### config.mk
export PLATFORM = sky130hd
export DESIGN_NAME = molecule_sprite_gen
export DESIGN_NICKNAME = d
export VERILOG_FILES = /design/src/rtl/molecule_sprite_gen.sv
export SDC_FILE = /design/constraint.sdc
export NUM_CORES = 1
export LEC_CHECK = 0
export BUFFER_PORTS_ARGS = -buffer_cell sky130_fd_sc_hd__buf_2
export CORE_MARGIN = 5
export CORE_UTILIZATION = 61
export CTS_BUF_LIST = sky130_fd_sc_hd__clkbuf_16
export CTS_CLUSTER_DIAMETER = 30
export CTS_CLUSTER_SIZE = 28
export DETAILED_ROUTE_END_ITERATION = 7
export GPL_TIMING_DRIVEN = 0
export PLACE_DENSITY = 0.95
export SYNTH_ARGS = -nofsm -noshare
export SYNTH_HDL_FRONTEND = slang
export SYNTH_SLANG_ARGS = --single-unit
### constraint.sdc
create_clock -name clk -period 6.42 [get_ports clk]
set_input_delay 0.642 -clock clk [delete_from_list [all_inputs] [get_ports clk]]
set_output_delay 0.642 -clock clk [all_outputs]
set_load 0.05 [all_outputs]
### src/rtl/molecule_sprite_gen.sv
// molecule_sprite_gen: one bouncing molecule sprite with membrane reflection, freeze/step control and crossing count.
// Position moves once per frame; is_molecule is the registered pixel hit for the renderer colour mux.
module molecule_sprite_gen #(
    parameter int MOL_SIZE = 16,
    parameter int START_X  = 100,
    parameter int START_Y  = 100,
    parameter int SPEED    = 2,
    parameter int IS_RED   = 0,
    parameter int SCREEN_W = 640,
    parameter int SCREEN_H = 480,
    parameter int MEM_X    = 316,
    parameter int MEM_W    = 8
) (
    input  logic       clk,
    input  logic       reset,
    input  logic       frame,
    input  logic [9:0] h_cnt,
    input  logic [9:0] v_cnt,
    input  logic       magenta_membrane,
    input  logic       red_membrane,
    input  logic       blue_membrane,
    input  logic       no_membrane,
    input  logic       membrane_on,
    input  logic       freeze,
    input  logic       btnD,
    output logic       is_red,
    output logic       is_molecule,
    output logic [9:0] pos_x,
    output logic [9:0] pos_y,
    output logic       side,
    output logic [7:0] cross_cnt
);
    localparam logic signed [10:0] SPD    = 11'(SPEED);
    localparam logic signed [10:0] MS     = 11'(MOL_SIZE);
    localparam logic signed [10:0] BAND_L = 11'(MEM_X);
    localparam logic signed [10:0] BAND_R = 11'(MEM_X + MEM_W);
    localparam logic signed [10:0] MAX_X  = 11'(SCREEN_W - MOL_SIZE);
    localparam logic signed [10:0] MAX_Y  = 11'(SCREEN_H - MOL_SIZE);
    localparam logic [10:0] HALF   = 11'(MOL_SIZE / 2);
    localparam logic [10:0] CENTRE = 11'(MEM_X + MEM_W / 2);
    localparam logic [10:0] SIZE_U = 11'(MOL_SIZE);
    localparam logic        RED_B  = (IS_RED != 0);
    localparam logic        SIDE0  = (START_X + MOL_SIZE / 2) >= (MEM_X + MEM_W / 2);

    typedef enum logic [1:0] {RUN, HOLD, STEP_ARMED} state_t;

    state_t state, state_nx;
    logic btnD_q, dir_x, dir_y, dx_nx, dy_nx;
    logic move, pass, blocked, side_now, hit;
    logic signed [10:0] nx, ny;
    logic [9:0] x_nx, y_nx;

    assign is_red = RED_B;

    always_comb begin
        state_nx = !freeze ? RUN
                 : state == RUN ? HOLD
                 : (state == HOLD && btnD && !btnD_q) ? STEP_ARMED
                 : (state == STEP_ARMED && frame) ? HOLD
                 : state;
        move = frame && (state == RUN || state == STEP_ARMED);
        pass = (!membrane_on || no_membrane) ? 1'b1
             : magenta_membrane ? 1'b0
             : red_membrane ? RED_B
             : blue_membrane ? !RED_B
             : 1'b0;
        nx = $signed({1'b0, pos_x}) + (dir_x ? SPD : -SPD);
        ny = $signed({1'b0, pos_y}) + (dir_y ? SPD : -SPD);
        // an impermeable band acts as a wall: hold x and bounce
        blocked = !pass && (nx + MS > BAND_L) && (nx < BAND_R);
        x_nx = blocked ? pos_x : nx < 11'sd0 ? '0 : nx > MAX_X ? MAX_X[9:0] : nx[9:0];
        dx_nx = (blocked || nx < 11'sd0 || nx > MAX_X) ? !dir_x : dir_x;
        y_nx = ny < 11'sd0 ? '0 : ny > MAX_Y ? MAX_Y[9:0] : ny[9:0];
        dy_nx = (ny < 11'sd0 || ny > MAX_Y) ? !dir_y : dir_y;
        side_now = ({1'b0, pos_x} + HALF) >= CENTRE;
        hit = ({1'b0, h_cnt} >= {1'b0, pos_x}) && ({1'b0, h_cnt} < {1'b0, pos_x} + SIZE_U)
           && ({1'b0, v_cnt} >= {1'b0, pos_y}) && ({1'b0, v_cnt} < {1'b0, pos_y} + SIZE_U);
    end

    always_ff @(posedge clk or negedge reset) begin
        if (!reset) begin
            state       <= RUN;
            btnD_q      <= 1'b0;
            pos_x       <= 10'(START_X);
            pos_y       <= 10'(START_Y);
            dir_x       <= 1'b1;
            dir_y       <= 1'b1;
            side        <= SIDE0;
            cross_cnt   <= '0;
            is_molecule <= 1'b0;
        end else begin
            state       <= state_nx;
            btnD_q      <= btnD;
            is_molecule <= hit;
            if (move) begin
                pos_x <= x_nx;
                pos_y <= y_nx;
                dir_x <= dx_nx;
                dir_y <= dy_nx;
            end
            // side tracks the committed position, so it lags a move by one cycle
            if (side_now != side) begin
                side      <= side_now;
                cross_cnt <= cross_cnt + 8'd1;
            end
        end
    end
endmodule
* Yosys cells after proc, flatten, opt, wreduce, memory -nomap -nowiden
Index checks and enable logic that the tools add are counted.
Storage, ports and cells: register bits after elaboration 35, output and inout port bits 31
Cells by class: add/sub/neg operators 7, $lt $le $gt $ge 11, equal/unequal tests 4, muxes and demuxes 14, bitwise gates (word level) 1, reductions and logical operators 23
Operator list (number):
- $mux W10 | 4
- $add A10 B5 Y11 const B | 2
- $add A11 B11 Y11 | 2
- $gt A11 B10 Y1 const B | 2
- $lt A10 B11 Y1 | 2
- $lt A11 B1 Y1 const B | 2
- $mux W11 | 2
- $ge A10 B10 Y1 | 2
- $add A10 B4 Y11 const B | 1
- $add A11 B6 Y11 const B | 1
- $ge A11 B9 Y1 const B | 1
- $gt A11 B11 Y1 const B | 1
- $lt A11 B10 Y1 const B | 1
- $logic_and A1 B1 Y1 | 9
- $add A8 B1 Y8 const B | 1
- $mux W2 | 4
- $reduce_and A2 Y1 | 3
- $logic_not A1 Y1 | 5
- $logic_or A1 B1 Y1 | 5
- $mux W1 | 4
- $ne A4 B1 Y1 const B | 1
- $eq A2 B1 Y1 const B | 1
- $eq A2 B2 Y1 const B | 1
- $logic_not A2 Y1 | 1
- 2 further kinds | 2

* Depth between registers and ports, before layout
Gate-level depths: netlist of run 1.
depth after elaboration 10, depth in mapped cells 13, gate-level depth less buffers 13

* Worst setup path before layout of run 1
OpenSTA, ideal clock, no wires.
kind register to register, start register pos_x[1], end register pos_x[1], data arrival time 3.625 ns, slack 2.665 ns, cell stages (with the launch flop) 13, path buffers 0, path through dfrtp_1 > inv_1 > fa_1 > nor2b_4 > o22a_1 > xor2_1 > ha_1 > nand2_1 > or4_1 > o22a_1 > a311oi_4 > nor2_4 > mux2i_1
Between the ends: longest elaborated chain between the ends 7, elaborated cells on any way between the ends 12
Ends and longest elaborated chain:
- start, declared | line 28 | output logic [9:0] pos_x,
- start signal, assigned | line 84 | pos_x <= 10'(START_X);
- start signal, assigned | line 96 | pos_x <= x_nx;
- $add A11 B11 Y11 * | line 67 | nx = $signed({1'b0, pos_x}) + (dir_x ? SPD : -SPD);
- $add A11 B6 Y11 | line 70 | blocked = !pass && (nx + MS > BAND_L) && (nx < BAND_R);
- $gt A11 B10 Y1 | line 70
- $logic_and A1 B1 Y1 (2 in series) | line 70
- $not A1 Y1 (no line)
- $reduce_and A2 Y1 (no line)
Every way passes the cells marked *; elsewhere a longest branch is shown, timed or not. A chain may end at the register's enable or synchronous reset.

* Worst setup path in the final report of run 1
start register dir_x, end register pos_x[2]
Between the ends: longest elaborated chain between the ends 8, elaborated cells on any way between the ends 13
Ends and longest elaborated chain:
- start, declared | line 48 | logic btnD_q, dir_x, dir_y, dx_nx, dy_nx;
- start signal, assigned | line 98 | dir_x <= dx_nx;
- $mux W11 * | line 67
- $add A11 B11 Y11 * | line 67
- $add A11 B6 Y11 | line 70
- $gt A11 B10 Y1 | line 70
- $logic_and A1 B1 Y1 (2 in series) | line 70
- $not A1 Y1 (no line)
- $reduce_and A2 Y1 (no line)
Marks and branches as above.

==> results.toml, run 1 <==
[status]
status = "completed"

[global_routing]
grt_pass1_vias = 2831
overflow = 0
antenna_found_initial = 0
grt_pass1_wl_mm = 12.76
grt_max_degree = 34
grt.total_usage_pct = 24.09

[floorplan]
die_h_um = 82.69
start_util_pct = 63.11
fp.dieW_um = 82.69
rows = 26
core_mm2 = 0.005107
dieArea_mm2 = 0.006838
num_io_pins = 61

[clock_tree]
clock_tree.buffer_depth = 2
cts-buffers-inserted = 5
holdBufCountCts = 0
clk_pin_slew_ns = 0.05
clock-sinks = 33
post_cts_resized = 0
cts_tree = "done"
clk_latency_ns = 0.28
cts_setup_buffers = 0
htree_levels = 2
cts-root-buf = "clkbuf_16"

[drt]
drt_first_iter_violations = 159
avgRoutedWirePerCell_um = 15.80
via_count = 2945
wl_mm = 7.775
ant_nets = 0
drt_pass1_iterations = 4
remaining_drc_errors = 0
routed_via_density = 5.986

[worst_hold_path]
hp-class = "input port to asynchronous set/reset pin"

[sta]
finalSetupViolations = 0
finalHoldViolCount = 0
worstMarginPinSlew_ns = 0.7660
drv_slew = 0
slew_headroom_pct = 48.29
min_period_ns = 4.302
tns_ns = 0
clock.fmax_mhz = 232.4
post-route-period-util_pct = 67.01
finClkSkew_ns = 0.004019
rsz0062_at_grt = "no"

[logic_synthesis]
syn_area_per_cell_um2 = 9.028
yosys.cell_count.top_type = "ha_1"
synth_cell_types = 61
async_flop_share_pct = 100.0
ys_warn_count = 0
syn-instance-count = 357
synth_top_area_cell = "ha_1"
ys_ff_latch = 33
syn-cell-area_mm2 = 0.003223
synth-edff-count = 0
synth_top_area_share_pct = 19.80
yosys-top-cells-count = "51 x ha_1, 35 x inv_1, 25 x dfrtp_1"
ys.flop_type = "dfrtp_1"
ys_seq_area_share_pct = 25.93
synth.area.top_cells = "ha_1 20%, dfrtp_1 19%, dfstp_2 6.5%"

[final_layout]
antenna_cells = 0
syn_to_final_growth_pct = 15.92
final_nets = 504
drive_above_1_share_pct = 22.27

[placement]
gp_congestion = 0.9110
portBuffers = 55
dp_hpwl_mm = 6.129

[worst_setup_path]
worstPathMaxFanout = 10
critPathCaptureType = "flip-flop"
slowest_delay_ns = 0.62
required_ns = 6.58
worst_setup_path_start_kind = "flip-flop"
cp_slowest_cell = "dfstp_2"
crit_path_cell_trace = "inv_1 -> ha_1 -> a211oi_2 -> nor2_1 -> xor2_1 -> inv_1 -> ha_1 -> a2111oi_0 -> nand3_1 -> a31o_2 -> a311oi_4 -> o21ai_0 -> o41ai_1"
worstSetupPathType = "flip-flop to flip-flop"
arrival_ns = 4.46

[run]
drv_cap = 0
layout by cell type (no fill, tap or decap), drive strengths merged, types with 4 or more instances in the layout:
cell type  count
a21oi         15
dfrtp         25
inv           35
mux2i          5
xor2          12
nand3         18
o21ai         26
nor2b          4
a31o           5
or2            5
o41ai          4
buf           60
nand2         19
ha            51
dfstp          8
nor3           9
nand2b         8
nor2          17
xnor2         21
o21a           8
clkbuf         7
o311ai         5
stage by stage:
| step | std cells | util (%) | worst slack, ns | hold WS [ns] | area [um2] |
|---|---|---|---|---|---|
| after floorplan | 359 | - | 2.665 | 0.3464 | 3231 |
| after global placement | 484 | 70.36 | 2.481 | 0.4575 | 3593 |
| after detailed placement | 484 | 70.36 | 2.260 | 0.4578 | 3593 |
| after CTS | 492 | 73.15 | 2.186 | 0.4431 | 3736 |
| after global routing | 492 | 73.15 | 1.841 | 0.4864 | 3736 |
| final | 492 | 73.15 | 2.118 | 0.4181 | 3736 |
layout make-up:
cell class / count / area [um2]
Sequential cell: 33 / 835.8
Fill cell: 382 / 1371
Clock buffer: 5 / 125.1
Buffer: 7 / 40.04
Tap cell: 70 / 87.58
Inverter: 35 / 131.4
Clock inverter: 3 / 17.52
Multi-Input combinational cell: 284 / 2223
Timing Repair Buffer: 55 / 275.3
critical path, delay by kind of cell, from the launching register on:
family | cells | cell delay [ns]
xor gates and xnor gates | 1 | 0.44
and+or+nand+nor | 2 | 0.26
adders and majority gates | 2 | 0.55
DFF | 1 | 0.62
buffers and inverters | 2 | 0.33
AOI/OAI and AO/OA | 6 | 1.97
worst paths after layout:
path	from	to	slack, ns	cells past startpoint
max in group asynchronous	reset	pos_y[3]	5.54	1
hold / removal	reset	is_molecule	0.42	1
min in group clk	cross_cnt[7]	cross_cnt[7]	0.46	1
hold reg to reg	cross_cnt[7]	cross_cnt[7]	0.46	1
setup / recovery	dir_x	pos_x[2]	2.12	13
setup reg to reg	dir_x	pos_x[2]	2.12	13
routing by layer:
metal  global-route usage [%]  vias up  wire [um]
met2                    42.23      108       3902
met5                        0        -          0
li1                         -     1431          -
met1                    29.70     1389       3215
met4                    8.007        0        102
met3                    4.338       17        555
kinds of logic after synthesis:
| logic type | count (synthesis) | synth area share [%] |
|---|---|---|
| AND/OR/NAND/NOR | 94 | 15.14 |
| buffers and inverters | 42 | 5.318 |
| other | 1 | 0.1163 |
| flip-flops | 33 | 25.93 |
| adder cells (fa/ha/maj) | 53 | 21.04 |
| multiplexers | 6 | 1.902 |
| XOR/XNOR | 33 | 9.200 |
| AO/OA/AOI/OAI | 95 | 21.35 |
registers in the layout (all words and copies together) (netlist names):
name	cells
btnD_q	1
pos_x	9
pos_y	9
dir_y	1
is_molecule	1
side	1
dir_x	1
state	2
cross_cnt	8
Power of run 1 is not shown: default switching activity piles up to over one toggle a cycle in this logic, so the estimate is an artifact.
==> run 2, diff against run 1 <==
--- a/config.mk
+++ b/config.mk
@@ -5,15 +5,16 @@
 export SDC_FILE = /design/constraint.sdc
 export NUM_CORES = 1
 export LEC_CHECK = 0
+export ABC_AREA = 1
 export BUFFER_PORTS_ARGS = -buffer_cell sky130_fd_sc_hd__buf_2
 export CORE_MARGIN = 5
-export CORE_UTILIZATION = 61
+export CORE_UTILIZATION = 58
 export CTS_BUF_LIST = sky130_fd_sc_hd__clkbuf_16
 export CTS_CLUSTER_DIAMETER = 30
 export CTS_CLUSTER_SIZE = 28
 export DETAILED_ROUTE_END_ITERATION = 7
 export GPL_TIMING_DRIVEN = 0
-export PLACE_DENSITY = 0.95
+export PLACE_DENSITY = 0.92
 export SYNTH_ARGS = -nofsm -noshare
 export SYNTH_HDL_FRONTEND = slang
 export SYNTH_SLANG_ARGS = --single-unit
==> constraint.sdc (replaced) <==
create_clock -name clk -period 4.4 [get_ports clk]
set_input_delay 0.44 -clock clk [delete_from_list [all_inputs] [get_ports clk]]
set_output_delay 0.44 -clock clk [all_outputs]
set_load 0.05 [all_outputs]
==> results.toml, run 2 <==
[logic_synthesis]
synth_top_area_cell = "ha_1"
synth_top_area_share_pct = 17.57
ys_warn_count = 0
synth-edff-count = 0
syn-instance-count = 512
yosys-top-cells-count = "129 x nand2_1, 66 x inv_1, 51 x ha_1"
syn-cell-area_mm2 = 0.003632
yosys.cell_count.top_type = "nand2_1"
syn_area_per_cell_um2 = 7.094
synth.area.top_cells = "ha_1 18%, dfrtp_1 17%, nand2_1 13%"
async_flop_share_pct = 100.0
ys_ff_latch = 33
synth_cell_types = 46
ys.flop_type = "dfrtp_1"
ys_seq_area_share_pct = 23.01

[status]
status = "completed"

[clock_tree]
cts_setup_buffers = 0
htree_levels = 2
cts-buffers-inserted = 5
clock_tree.buffer_depth = 2
clock-sinks = 33
post_cts_resized = 0
cts-root-buf = "clkbuf_16"
holdBufCountCts = 0
cts_tree = "done"
clk_latency_ns = 0.28
clk_pin_slew_ns = 0.06

[sta]
min_period_ns = 2.996
worstMarginPinSlew_ns = 0.7366
finalHoldViolCount = 0
finClkSkew_ns = 0.005721
finalSetupViolations = 0
clock.fmax_mhz = 333.7
slew_headroom_pct = 50.89
rsz0062_at_grt = "no"
tns_ns = 0
post-route-period-util_pct = 68.10
drv_slew = 0

[final_layout]
drive_above_1_share_pct = 21.49
final_common_cell = "nand2_1"
antenna_cells = 0
final_nets = 659
syn_to_final_growth_pct = 15.09
reg.largest.list = "pos_x x9, pos_y x9, cross_cnt x8"
final_cell_mix = "129 x nand2_1, 66 x inv_1, 57 x buf_2"

[drt]
ant_nets = 0
wl_mm = 9.265
drt_pass1_iterations = 4
via_count = 3666
routed_via_density = 5.623
remaining_drc_errors = 0
avgRoutedWirePerCell_um = 14.21
drt_first_iter_violations = 208

[worst_setup_path]
rrSetupSlack_ns = 1.40
worstPathMaxFanout = 10
arrival_ns = 3.17
worstSetupPathType = "flip-flop to flip-flop"
critPathCaptureType = "flip-flop"
required_ns = 4.57
worst_setup_path_start_kind = "flip-flop"

[run]
drv_cap = 0

[placement]
gp_congestion = 0.9240
dp_hpwl_mm = 7.191
portBuffers = 55

[global_routing]
grt_max_degree = 34
grt.total_usage_pct = 24.46
antenna_found_initial = 0
overflow = 0
grt_pass1_wl_mm = 15.59
grt_pass1_vias = 3605

[floorplan]
start_util_pct = 60.63
die_h_um = 89.14
num_io_pins = 61
fp.dieW_um = 89.14
dieArea_mm2 = 0.007945
rows = 28
core_mm2 = 0.005991

[worst_hold_path]
hp-class = "input port to asynchronous set/reset pin"
==> run 2: cell count changes after synthesis, moves of 13 or more <==
cell	previous run	this run
nand2_2	0	19
xnor2_1	21	8
nand2_1	19	129
a21oi_1	14	27
nor2_1	16	34
nand3_1	18	35
inv_1	35	66
==> run 2: cells by family after synthesis <==
logic type	count (synthesis)	share of synthesized area, %
compound gates	70	11.78
xor+xnor	22	5.305
other cells	1	0.1032
buf+inv	80	9.197
mux	1	0.3100
simple gates	252	31.62
flops	33	23.01
fa+ha+maj	53	18.67
==> run 2: worst max-delay path, stage by stage (launching register included) <==
cell and delay [ns]:
dfstp_2 0.58, inv_1 0.20, ha_1 0.45, nand2_1 0.09
inv_2 0.08, nand2_2 0.07, nand2_2 0.08, nand2_1 0.06
nand2_2 0.09, ha_1 0.21, inv_1 0.07, nor2_1 0.15
nand3_1 0.08, nand2_1 0.06, inv_1 0.04, nand2_1 0.05
nand2_1 0.05, nand2_2 0.10, nand2_4 0.09, buf_8 0.18
nand2_2 0.06, o21ai_2 0.05
==> run 2: through the flow <==
| step | instances | setup WS, ns | hold WS (ns) | utilization, % | area [um2] |
|---|---|---|---|---|---|
| finish | 652 | 1.404 | 0.2184 | 69.78 | 4180 |
| global placement | 644 | 1.515 | 0.4511 | 66.92 | 4009 |
| detailed placement | 644 | 1.463 | 0.4592 | 66.92 | 4009 |
| CTS | 652 | 1.444 | 0.2485 | 69.78 | 4180 |
| floorplan | 514 | 1.495 | 0.1444 | - | 3640 |
| global route | 652 | 1.108 | 0.2829 | 69.78 | 4180 |
==> run 2: area by class of cell <==
class	count	area (um2)
multi-input combinational	401	2470
fill	462	1810
sequential	33	835.8
timing repair buffer	55	275.3
inverter	71	266.5
clock buffer	5	125.1
tap	75	93.84
buffer	9	67.56
clock inverter	3	46.29
==> run 2: worst paths after layout <==
path | cells after the start | startpoint | end
max in group asynchronous | 1 | reset | pos_y[8]
hold reg to reg | 2 | dir_y | dir_y
setup / recovery | 21 | dir_x | pos_x[8]
min in group clk | 1 | btnD | btnD_q
setup reg to reg | 21 | dir_x | pos_x[8]
hold / removal | 1 | reset | is_molecule
==> run 2: routing by layer <==
layer  global-route usage, %  part of all wire, %  up-vias
met5                       0                    0        -
met2                   43.47                   49      127
met1                   28.96                   42     1690
met4                   10.28                  3.2        0
li1                        -                    -     1814
met3                   4.147                  6.0       35
Power of run 2 is left out for the same reason.
